<file path="src/rtl/core_pkg.sv">
// Shared types and constants for the RV32I core.
// Holds the MEM/WB bundle layout and load funct3 encodings.
package core_pkg;

   typedef enum logic [1:0] {
      RES_ALU = 2'b00,
      RES_MEM = 2'b01,
      RES_PC4 = 2'b10
   } result_src_e;

   localparam logic [2:0] F3_LB  = 3'b000;
   localparam logic [2:0] F3_LH  = 3'b001;
   localparam logic [2:0] F3_LW  = 3'b010;
   localparam logic [2:0] F3_LBU = 3'b100;
   localparam logic [2:0] F3_LHU = 3'b101;

   // result_src kept as raw bits: code 11 is reserved but must decode
   typedef struct packed {
      logic        valid;
      logic        reg_write;
      logic [1:0]  result_src;
      logic [4:0]  rd;
      logic [2:0]  funct3;
      logic [1:0]  offset;
      logic [31:0] alu_result;
      logic [31:0] read_data;
      logic [31:0] pc_plus4;
   } mem_wb_t;

endpackage

</file>
<file path="src/rtl/load_extend.sv">
// Load byte/halfword extraction with sign/zero extension.
// Purely combinational; shared with the LSU.
module load_extend
   import core_pkg::*;
(
   input  logic [2:0]  funct3_i,
   input  logic [1:0]  offset_i,
   input  logic [31:0] word_i,
   output logic [31:0] data_o
);

   logic [7:0]  byte_sel;
   logic [15:0] half_sel;

   always_comb begin
      byte_sel = word_i[{offset_i, 3'b000} +: 8];
      half_sel = offset_i[1] ? word_i[31:16] : word_i[15:0];
   end

   always_comb begin
      data_o = word_i;
      case (funct3_i)
         F3_LB:   data_o = {{24{byte_sel[7]}}, byte_sel};
         F3_LBU:  data_o = {24'h0, byte_sel};
         F3_LH:   data_o = {{16{half_sel[15]}}, half_sel};
         F3_LHU:  data_o = {16'h0, half_sel};
         default: data_o = word_i;
      endcase
   end

endmodule

</file>
<file path="src/rtl/mem_wb_stage.sv">
// MEM/WB pipeline register, writeback mux, load-store forwarding
// select and retired-instruction counter.
module mem_wb_stage
   import core_pkg::*;
#(
   parameter int WIDTH = 32,
   parameter int CNT_W = 64
) (
   input  logic             clk,
   input  logic             rst_n,
   input  logic             stall_i,
   input  logic             flush_i,
   input  logic             valid_m_i,
   input  logic             reg_write_m_i,
   input  logic [1:0]       result_src_m_i,
   input  logic [4:0]       rd_m_i,
   input  logic [4:0]       rs2_m_i,
   input  logic             mem_write_m_i,
   input  logic [2:0]       funct3_m_i,
   input  logic [WIDTH-1:0] alu_result_m_i,
   input  logic [WIDTH-1:0] read_data_m_i,
   input  logic [WIDTH-1:0] pc_plus4_m_i,
   output logic             reg_write_w_o,
   output logic [4:0]       rd_w_o,
   output logic [WIDTH-1:0] result_w_o,
   output logic             fwd_ls_w_o,
   output logic [CNT_W-1:0] instret_o
);

   mem_wb_t          wb_q, wb_d;
   logic [CNT_W-1:0] instret_q, instret_d;
   logic [31:0]      load_data;
   logic             wr_ok;

   always_comb begin
      wb_d = wb_q;
      if (flush_i) begin
         wb_d.valid     = 1'b0;
         wb_d.reg_write = 1'b0;
      end else if (!stall_i) begin
         wb_d.valid      = valid_m_i;
         wb_d.reg_write  = reg_write_m_i & valid_m_i;
         wb_d.result_src = result_src_m_i;
         wb_d.rd         = rd_m_i;
         wb_d.funct3     = funct3_m_i;
         wb_d.offset     = alu_result_m_i[1:0];
         wb_d.alu_result = alu_result_m_i;
         wb_d.read_data  = read_data_m_i;
         wb_d.pc_plus4   = pc_plus4_m_i;
      end
   end

   // The retiring instruction counts even if the incoming one is flushed
   always_comb begin
      instret_d = instret_q;
      if (wb_q.valid && !stall_i) begin
         instret_d = instret_q + {{(CNT_W-1){1'b0}}, 1'b1};
      end
   end

   always_ff @(posedge clk or negedge rst_n) begin
      if (!rst_n) begin
         wb_q      <= '0;
         instret_q <= '0;
      end else begin
         wb_q      <= wb_d;
         instret_q <= instret_d;
      end
   end

   load_extend u_load_extend (
      .funct3_i (wb_q.funct3),
      .offset_i (wb_q.offset),
      .word_i   (wb_q.read_data),
      .data_o   (load_data)
   );

   always_comb begin
      result_w_o = wb_q.alu_result;
      case (wb_q.result_src)
         RES_MEM: result_w_o = load_data;
         RES_PC4: result_w_o = wb_q.pc_plus4;
         default: result_w_o = wb_q.alu_result;
      endcase
   end

   assign wr_ok = wb_q.valid & wb_q.reg_write & (wb_q.rd != 5'd0);

   assign reg_write_w_o = wr_ok;
   assign rd_w_o        = wb_q.rd;
   assign instret_o     = instret_q;

   assign fwd_ls_w_o = wr_ok
                     & (wb_q.result_src == RES_MEM)
                     & mem_write_m_i & valid_m_i
                     & (rs2_m_i == wb_q.rd);

endmodule

</file>
<file path="config.mk">
export PLATFORM = sky130hd
export DESIGN_NAME = mem_wb_stage
export DESIGN_NICKNAME = d
export VERILOG_FILES = /design/src/rtl/core_pkg.sv /design/src/rtl/load_extend.sv /design/src/rtl/mem_wb_stage.sv
export SDC_FILE = /design/constraint.sdc
export NUM_CORES = 1
export LEC_CHECK = 0
export CAP_MARGIN = 15
export CORE_UTILIZATION = 39
export CTS_BUF_LIST = sky130_fd_sc_hd__clkbuf_2
export CTS_CLUSTER_SIZE = 24
export DETAILED_ROUTE_END_ITERATION = 6
export HOLD_SLACK_MARGIN = 0.05
export PLACE_DENSITY = 0.66
export SETUP_SLACK_MARGIN = 0.2
export SYNTH_ARGS = -nofsm -noshare
export SYNTH_HDL_FRONTEND = slang
export SYNTH_HIERARCHICAL = 1
export SYNTH_SLANG_ARGS = --single-unit
export TNS_END_PERCENT = 10
</file>
<file path="constraint.sdc">
create_clock -name clk -period 2.5 [get_ports clk]
set_input_delay 0.25 -clock clk [delete_from_list [all_inputs] [get_ports clk]]
set_output_delay 0.25 -clock clk [all_outputs]
set_load 0.01 [all_outputs]
</file>
==> results of run 1 <==
metrics by stage:
step,power (µW),instance area [µm²],util [%],instances,TNS [ns]
after detailed placement,5499,11340,53.61,1235,-0.1211
final,7220,12880,60.87,1383,-12.56
after global placement,5470,11340,53.61,1235,-0.1336
after CTS,7115,12310,58.19,1337,-16.43
after floorplan,4396,8488,-,729,0
after global routing,7618,12880,60.87,1383,-18.34
repair_timing:
action	in CTS	in global routing
cloned	2	0
setup endpoints to repair	37	57
pin swaps	23	36
hold buffers	53	41
buffers inserted	15	3
gates resized for setup	170	73
hold endpoints to repair	222	41
worst min-delay path by stage:
stage / start / to / slack (ns) / cells past startpoint
after detailed placement: rst_n / instret_o[18] / 0.27 / 1
after global routing: pc_plus4_m_i[3] / wb_q[3] / 0.05 / 2
after floorplan: rst_n / instret_o[0] / -0.05 / 0
after global placement: rst_n / instret_o[20] / 0.27 / 1
after CTS: read_data_m_i[21] / wb_q[53] / 0.05 / 2
final: alu_result_m_i[13] / wb_q[77] / 0.11 / 2
sequential cells by signal, indices dropped and copies added (netlist names):
signal	cells
wb_q	103
rd_w_o	5
instret_o	64
cell families after synthesis:
group	count (synthesis)	synth area share [%]
and+or+nand+nor	203	12.62
xor gates and xnor gates	68	7.016
buffers and inverters	51	2.889
DFF	172	50.71
muxes	117	15.46
adders and majority gates	3	0.4423
AOI/OAI and AO/OA	115	10.86
cell type report:
| type | count | area, µm² |
|---|---|---|
| repair buffers | 386 | 3744 |
| multi-input cells | 506 | 4198 |
| clock inverters | 15 | 145.1 |
| diodes | 2 | 5.005 |
| flip-flops and latches | 172 | 4319 |
| fillers | 1765 | 8277 |
| clock buffers | 17 | 85.08 |
| inverters | 10 | 37.54 |
| well taps | 275 | 344.1 |
cells in the mapped netlist, types with 2 or more instances:
master and count:
nand3_1 23, a2bb2oi_1 6, mux2_2 109, or3_4 2
buf_1 2, a221o_1 6, o21a_1 3, inv_1 9
and3_1 10, nor2_2 3, clkbuf_1 27, o21ai_0 34
dfrtp_1 172, mux2i_1 7, nor3_1 4, a21oi_1 8
or3_1 3, nor4_1 2, xor2_1 32, nand4_1 18
nand2_1 67, buf_6 3, nor3_2 2, o221ai_1 5
buf_4 8, a22oi_1 32, xnor2_1 36, or2_2 2
and4_1 5, ha_1 3, nor2_1 36, a22o_1 2
nor2b_1 10, a2bb2oi_2 14
metal layers:
metal	track usage, %	share of wire, %
met5	0	0
met4	5.816	1.8
met3	4.787	6.3
met2	36.60	49
met1	28.69	43
report_power, final:
group / internal [µW] / switching [µW] / total, µW / leakage, µW
combinational: 1340 / 1060 / 2410 / 0.00316
sequential: 3070 / 259 / 3330 / 0.00214
clock: 331 / 1150 / 1480 / 0.000146
total: 4750 / 2470 / 7220 / 0.00545
==> out/metrics.yaml, run 1 <==
run_status:
  status: "finished with violations"
  violations: "negative setup slack"
sta:
  grt_setup_unrepaired: "true"
  hold_viol: 0
  slew_headroom_pct: 69.09
  max_freq_mhz: 335.9
  min_period_ns: 2.977
  whs_ns: 0.1084
  worst_pin_slew_ns: 0.4626
  setup_slack_ns: -0.4768
  layout_worst_path_cycle_share_pct: 119.1
  final-max-slew-violation-count: 0
  finalSetupViolations: 32
  skew_ns: 0.04733
synthesis:
  syn_nets: 850
  synth_top_area_cell: "dfrtp_1"
  synth_top_area_share_pct: 50.71
  synth-async-reset-ratio_pct: 100.0
  synthCells: 729
  synthFlopType: "dfrtp_1"
  synth_area_leaders: "dfrtp_1 (51%), mux2_2 (14%), xnor2_1 (3.7%)"
  postSynthAreaPerCell_um2: 11.64
  synth_edf_count: 0
  ys_warn_count: 6
  syn-cell-area_um2: 8488
  yosysSeqAreaShare_pct: 50.71
  ys_ff_latch: 172
  ys_types: 58
floorplan:
  rows: 53
  ioPinCount: 221
  die_h_um: 149.5
  start_util_pct: 40.13
  die_w_um: 149.5
  die_area_um2: 22360
  coreArea_um2: 21150
cts:
  clk_latency_ns: 0.76
  clkSlewWorstSetupHoldPaths_ns: 0.27
  cts_tree: "done"
  numCtsBuffers: 17
  numClockSinks: 172
  cts_max_level: 4
  cts_buffer_depth: 2
  root_buffer: "clkbuf_2"
job:
  maxCapViolCount: 0
power_and_ir_drop:
  power_leakage_uw: 0.005447
  ir_drop_mv: 0.3653
  pwr_density_cell_nw_per_um2: 560.7
setup_path:
  startpoint_type: "register"
  rrSetupSlack_ns: 0.14
  slowest_stage: "dfrtp_2"
  critPathCaptureType: "output pin"
  critical_path.startpoint: "wb_q[96]"
  r2r_end: "instret_o[39]"
  crit_buf_inv: 5
  critPathMaxStageDelay_ns: 0.50
  cp_top_family: "buffers and inverters"
  critical_path_depth: 10
  cp_common_cell: "buf_6"
  criticalPathCategory: "reg -> out"
  path_cells: "buf_6 -> mux2_4 -> a22oi_4 -> buf_6 -> buf_6 -> buf_16 -> a2bb2oi_2 -> a22oi_2 -> o21ai_1 -> buf_2"
  reg2reg_depth: 6
  regToRegStartpoint: "instret_o[18]"
  crit_end: "result_w_o[10]"
  cp.arrival_ns: 2.73
  path_max_fanout: 5
  cp.required_ns: 2.25
grt:
  gr-total-overflow: 0
  grt_pass1_vias: 7121
  antenna_found_initial: 2
  grt_pass1_wl_um: 37620
  grt_max_degree: 55
  grt_util_all_layers_pct: 21.95
cells_and_area:
  layout_common_cells: "clkdlybuf4s50_1 (185), dfrtp_1 (160), mux2_2 (107), dlygate4sd3_1 (93), nand2_1 (67)"
  final_common_cell: "clkdlybuf4s50_1"
  finalNetCount: 1214
  area_growth_pct: 51.71
  drive_gt1_share_pct: 30.47
placement:
  numPortBuffers: 220
  dpl.hpwl_um: 17270
  dpl_worst_slack_ns: -0.1026
  gp_congestion: 0.8493
drt:
  drtPass1Iterations: 4
  via_per_inst: 5.089
  drt-initial-drc-count: 310
  wl_per_cell_um: 17.60
  wirelength_um: 24340
  vias: 7038
  drtAntennaViolNets: 0
  drc: 0
hold_path:
  hold_class: "in -> reg"
No activity file was read; power rests on OpenSTA's default activity.
==> inputs of run 2 (changes only) <==
--- a/config.mk
+++ b/config.mk
@@ -10,8 +10,9 @@
 export CTS_BUF_LIST = sky130_fd_sc_hd__clkbuf_2
 export CTS_CLUSTER_SIZE = 24
 export DETAILED_ROUTE_END_ITERATION = 6
+export DONT_BUFFER_PORTS = 1
 export HOLD_SLACK_MARGIN = 0.05
-export PLACE_DENSITY = 0.66
+export PLACE_DENSITY_LB_ADDON = 0.3
 export SETUP_SLACK_MARGIN = 0.2
 export SYNTH_ARGS = -nofsm -noshare
 export SYNTH_HDL_FRONTEND = slang
==> run 2 against run 1 <==
  * The run ends with negative hold slack, negative setup slack left
  * Maximum frequency increased by 4.1%
  * Count of clock-buffer cells in the layout unchanged
  * Largest cell class unchanged
  * Sequential cell count unchanged
  * Die area unchanged
  * Via count decreased by 9.0%
  * Sequential share of layout area increased by 5.6 points
==> out/metrics.yaml, run 2 (synthesis results as in run 1) <==
run_status:
  status: "finished with violations"
  violations: "negative hold slack, negative setup slack"
power_and_ir_drop:
  power_frac_seq_pct: 47.5  # +1.4 points
  p_comb_share_pct: 28.6  # -4.7 points
  switching_share_pct: 32.67  # -1.6 points
  power.internal_uw: 4761  # +0.30%
  power_frac_clock_pct: 23.9  # +3.4 points
  pwr_density_cell_nw_per_um2: 639.6  # +14%
  ir_drop_mv: 0.3086  # -16%
  power_leakage_uw: 0.004687  # -14%
  p_switching_uw: 2310  # -6.6%
drt:
  drt-initial-drc-count: 286  # -7.7%
  wl_per_cell_um: 19.58  # +11%
  vias: 6402  # -9.0%
  via_per_inst: 5.403  # +6.2%
  drtAntennaViolNets: 0  # unchanged
  drc: 0  # unchanged
  wirelength_um: 23200  # -4.7%
  drtPass1Iterations: 5  # +1
cts:
  root_buffer: "clkbuf_2"
  cts_tree: "done"
  clk_latency_ns: 0.73  # -0.03 ns
  clkSlewWorstSetupHoldPaths_ns: 0.30  # +0.03 ns
  numClockSinks: 172  # unchanged
  numCtsBuffers: 17  # unchanged
  cts_max_level: 4  # unchanged
  cts_buffer_depth: 2  # unchanged
placement:
  gp_congestion: 0.8573  # +0.94%
  dpl_cell_area_um2: 9155  # -19%
  numPortBuffers: 0  # -100%
  dpl.hpwl_um: 16220  # -6.1%
  place_inst: 1024  # -17%
cells_and_area:
  fin_cells: 1185  # -14%
  layout_common_cells: "dfrtp_1 (154), dlygate4sd3_1 (112), mux2_2 (108), nand2_1 (67), buf_4 (57)"
  top_register: "wb_q"
  final_util_pct: 52.26  # -8.6 points
  final_common_cell: "dfrtp_1"
  design_area_um2: 11060  # -14%
  largest_register_ffs: 103  # unchanged
  drive_gt1_share_pct: 34.47  # +4.0 points
  area_growth_pct: 30.25
  finalNetCount: 1016  # -16%
sta:
  slew_headroom_pct: 61.47  # -7.6 points
  worst_pin_slew_ns: 0.5765  # +0.1139 ns
  final-max-slew-violation-count: 0  # unchanged
  max_freq_mhz: 349.7  # +4.1%
  finalSetupViolations: 32  # unchanged
  hold_viol: 172  # +172
  skew_ns: 0.04840  # +0.001076 ns
  layout_worst_path_cycle_share_pct: 114.4  # -4.7 points
  setup_slack_ns: -0.3593  # +0.1175 ns
  min_period_ns: 2.859  # -0.1175 ns
  grt_setup_unrepaired: "true"
  whs_ns: -0.8561  # -0.9644 ns
setup_path:
  cp_top_family: "compound AO/OA/AOI/OAI gates"
  crit_buf_inv: 1  # -4
  critPathMaxStageDelay_ns: 0.52  # +0.02 ns
  path_max_fanout: 6  # +1
  path_cells: "mux2_2 -> a22o_1 -> a221o_1 -> a22oi_2 -> o21ai_1 -> buf_4"
  critPathCaptureType: "output pin"
  slowest_stage: "dfrtp_2"
  criticalPathCategory: "reg -> out"
  cp.arrival_ns: 2.61  # -0.12 ns
  cp.required_ns: 2.25  # about the same
  startpoint_type: "register"
job:
  maxCapViolCount: 0  # unchanged
grt:
  gr-total-overflow: 0  # unchanged
  grt_util_all_layers_pct: 21.20  # -0.75 points
  grt_pass1_vias: 6665  # -6.4%
  grt_max_degree: 173  # +210%
  antenna_found_initial: 1  # -1
  grt_pass1_wl_um: 36470  # -3.0%
floorplan:
  die_w_um: 149.5  # unchanged
  start_util_pct: 40.13  # unchanged
  ioPinCount: 221  # unchanged
  coreArea_um2: 21150  # unchanged
  rows: 53  # unchanged
  die_h_um: 149.5  # unchanged
  die_area_um2: 22360  # unchanged
hold_path:
  hold_class: "in -> async"
## run 2: final cells by class
type | count | area [µm²]
Timing Repair Buffer | 188 | 1839
Inverter | 10 | 37.54
Clock inverter | 15 | 203.9
Antenna cell | 2 | 5.005
Fill cell | 1820 | 10100
Multi-Input combinational cell | 506 | 4214
Tap cell | 275 | 344.1
Clock buffer | 17 | 85.08
Sequential cell | 172 | 4327
## run 2: repair_timing
item	in CTS	in global routing
hold buffers	110	2
cloned	1	1
gates resized for setup	58	53
setup buffers	12	1
endpoints found under the hold margin	296	174
pin swaps	4	26
endpoints found under the setup margin	36	60
## run 2: per-stage QoR
| step | hold slack, ns | power [µW] | setup slack (ns) | TNS, ns |
|---|---|---|---|---|
| 6_report | -0.8561 | 7071 | -0.3593 | -8.929 |
| 5_1_grt | -1.009 | 7451 | -0.5477 | -15.60 |
| 4_1_cts | -0.9526 | 7022 | -0.4573 | -12.26 |
| 3_5_place_dp | -0.04239 | 5001 | 0.1960 | 0 |
| 3_3_place_gp | -0.04189 | 4961 | 0.2174 | 0 |
| 2_1_floorplan | -0.04559 | 4396 | 0.4101 | 0 |
## run 2: worst paths after layout
path,cells past startpoint,from,slack [ns],to
setup / recovery,6,wb_q[96],-0.36,result_w_o[3]
hold / removal,0,rst_n,-0.86,instret_o[20]
setup reg to reg,6,instret_o[18],0.16,instret_o[43]
hold reg to reg,1,wb_q[72],0.55,wb_q[72]
max in group asynchronous,0,rst_n,3.08,wb_q[16]
min in group clk,2,alu_result_m_i[26],0.18,wb_q[90]
## run 2: power by group through the flow
stage          clock network, µW  logic (µW)  registers, µW
4_1_cts                     1760        1920           3340
2_1_floorplan                  0        1090           3300
3_5_place_dp                   0        1610           3390
5_1_grt                     1880        2180           3400
6_report                    1690        2020           3360
3_3_place_gp                   0        1590           3370
## run 2: layer usage
layer	routed length, µm	track usage, %
met5	0	0
met4	595	7.959
met3	1683	5.549
met2	11520	35.21
met1	9404	26.31
## run 2: worst register-to-register path, cell delays in order, from the launching register on
cell and delay (ns):
dfrtp_2 0.52, nand4_1 0.14, or2_4 0.27, or4_4 0.58, or3_4 0.48, nor2_4 0.13, xor2_1 0.16
==> inputs of run 3 (changes only) <==
--- a/config.mk
+++ b/config.mk
@@ -8,9 +8,11 @@
 export CAP_MARGIN = 15
 export CORE_UTILIZATION = 39
 export CTS_BUF_LIST = sky130_fd_sc_hd__clkbuf_2
+export CTS_CLUSTER_DIAMETER = 50
 export CTS_CLUSTER_SIZE = 24
 export DETAILED_ROUTE_END_ITERATION = 6
 export DONT_BUFFER_PORTS = 1
+export GPL_ROUTABILITY_DRIVEN = 0
 export HOLD_SLACK_MARGIN = 0.05
 export PLACE_DENSITY_LB_ADDON = 0.3
 export SETUP_SLACK_MARGIN = 0.2
==> constraint.sdc (replaced) <==
create_clock -name clk -period 3.7 [get_ports clk]
set_input_delay 0.37 -clock clk [delete_from_list [all_inputs] [get_ports clk]]
set_output_delay 0.37 -clock clk [all_outputs]
set_load 0.01 [all_outputs]
==> run 3 against run 2 <==
  * The run ends with design-rule violations, negative hold slack left
  * Non-clock buffer count fell by 74
  * Register-to-register slack improved by 0.92 ns
  * Worst hold slack improved by 0.14 ns
  * Clock skew fell by 0.0037 ns
  * Largest cell class unchanged
  * First-iteration DRC count rose by 30%
  * Cell count fell by 6.2%
==> out/metrics.yaml, run 3 (synthesis results as in run 1) <==
run_status:
  status: "finished with violations"
  violations: "design-rule violations, negative hold slack"
drt:
  wirelength_um: 22390  # -3.5%
  via_per_inst: 5.540  # +2.5%
  wl_per_cell_um: 20.14  # +2.8%
  drtAntennaViolNets: 0  # unchanged
  vias: 6160  # -3.8%
  drc: 1  # +1
  drt-initial-drc-count: 371  # +30%
  drtPass1Iterations: 7  # +2
power_and_ir_drop:
  ir_drop_mv: 0.2441  # -21%
  pwr_density_cell_nw_per_um2: 425.9  # -33%
  power_leakage_uw: 0.004235  # -9.7%
setup_path:
  cp.arrival_ns: 3.00  # +0.39 ns
  cp.required_ns: 3.33  # +1.08 ns
  critPathCaptureType: "output pin"
  critical_path.startpoint: "wb_q[65]"
  path_max_fanout: 23  # +17
  regToRegStartpoint: "instret_o[0]"
  criticalPathCategory: "reg -> out"
  startpoint_type: "register"
  reg2reg_depth: 7  # +1
cts:
  root_buffer: "clkbuf_2"
  cts_max_level: 4  # unchanged
  cts_buffer_depth: 2  # unchanged
  clk_latency_ns: 0.71  # -0.02 ns
  cts_tree: "done"
  ctsHoldBuffers: 110  # unchanged
  numClockSinks: 172  # unchanged
  clkSlewWorstSetupHoldPaths_ns: 0.28  # -0.02 ns
  post-cts-setup-buffer-count: 0  # -12
  numCtsBuffers: 17  # unchanged
hold_path:
  hold_class: "in -> async"
sta:
  skew_ns: 0.04466  # -0.003742 ns
  hold_viol: 172  # unchanged
  slew_headroom_pct: 32.66  # -29 points
  worst_pin_slew_ns: 1.010  # +0.4336 ns
  layout_worst_path_cycle_share_pct: 91.02
  grt_setup_unrepaired: "true"
  max_freq_mhz: 296.9
  min_period_ns: 3.368
  final-max-slew-violation-count: 0  # unchanged
  setup_slack_ns: 0.3322  # +0.6914 ns
  whs_ns: -0.7112  # +0.1449 ns
  fin_setup_tns_ns: 0  # +8.929 ns
  finalSetupViolations: 0  # -100%
cells_and_area:
  area_growth_pct: 18.60
  fill_cells: 1885  # +3.6%
  drive_gt1_share_pct: 22.40  # -12 points
  finalNetCount: 943  # -7.2%
  layout_common_cells: "dfrtp_1 (171), dlygate4sd3_1 (110), mux2_2 (109), nand2_1 (67), xnor2_1 (36)"
  top_register: "wb_q"
  final_common_cell: "dfrtp_1"
  fin_cells: 1112  # -6.2%
  largest_register_ffs: 103  # unchanged
  final_util_pct: 47.59  # -4.7 points
grt:
  grt_pass1_vias: 6410  # -3.8%
  grt_pass1_wl_um: 34930  # -4.2%
  antenna_found_initial: 2  # +1
  grt_max_degree: 173  # unchanged
  gr-total-overflow: 0  # unchanged
  grt_util_all_layers_pct: 20.37  # -0.83 points
floorplan:
  rows: 53  # unchanged
  coreArea_um2: 21150  # unchanged
  die_h_um: 149.5  # unchanged
  die_w_um: 149.5  # unchanged
  die_area_um2: 22360  # unchanged
  ioPinCount: 221  # unchanged
  start_util_pct: 40.13  # unchanged
placement:
  dpl_worst_slack_ns: 0.8107  # +0.6147 ns
  place_inst: 967  # -5.6%
  dpl.hpwl_um: 15750  # -2.9%
  numPortBuffers: 0  # unchanged
job:
  maxCapViolCount: 0  # unchanged
run 3: changes by cell type in the layout (fill, tap and decap cells not counted), sizes merged:
cell         change
a22oi            +1
buf             -71
bufinv           -1
clkinv           +4
clkinvlp         -3
dlygate4sd3      -2
inv              -1
run 3: final cells by class:
class | count | area, µm² | share of cell area, %
Antenna cell | 2 | 5.005 | 0.04971
Clock buffer | 18 | 90.09 | 0.8949
Clock inverter | 14 | 158.9 | 1.578
Inverter | 10 | 38.79 | 0.3853
Multi-Input combinational cell | 507 | 3969 | 39.42
Sequential cell | 172 | 4305 | 42.77
Tap cell | 275 | 344.1 | 3.418
Timing Repair Buffer | 114 | 1156 | 11.48
run 3: final timing paths:
kind	endpoint	slack [ns]
worst min-delay path	instret_o[22]	-0.71
worst max-delay path	result_w_o[13]	0.33
worst max register to register	instret_o[48]	1.08
worst min register to register	wb_q[71]	0.54
max in group asynchronous	wb_q[42]	4.13
min in group clk	wb_q[81]	0.32
run 3: timing repair:
item / 4_1_cts / 5_1_grt
gates resized for setup: 2 / 6
hold endpoints to repair: 286 / 172
pin swaps: 1 / 0
endpoints found under the setup margin: 12 / 23
gates cloned: 1 / 0
run 3: routing by layer:
layer  part of all wire, %  vias up  GRT usage, %
met5                     0        -             0
met4                   3.3        0         8.469
met3                   8.2       48         6.341
met2                    49      253         34.65
met1                    39     3054         23.61
li1                      -     2805             -
run 3: worst max-delay path, stage by stage (launching register included):
cell	delay (ns)
dfrtp_2	0.72
nor3b_2	0.43
a22oi_4	0.23
o221ai_1	0.33
a22oi_1	0.11
o21ai_0	0.49
run 3: power breakdown:
| part | leakage, µW | internal, µW | switching, µW | total, µW |
|---|---|---|---|---|
| logic | 0.00193 | 475 | 492 | 967 |
| clock network | 0.000153 | 330 | 694 | 1020 |
| registers | 0.00215 | 2070 | 225 | 2300 |
| total | 0.00423 | 2880 | 1410 | 4290 |
run 3: metrics by stage:
stage | power [µW] | hold slack, ns | instance area, µm²
floorplan | 2970 | 0.07441 | 8488
global placement | 3148 | 0.07797 | 8690
detailed placement | 3181 | 0.07792 | 8690
CTS | 4328 | -0.8018 | 10050
global route | 4530 | -0.8668 | 10070
finish | 4288 | -0.7112 | 10070
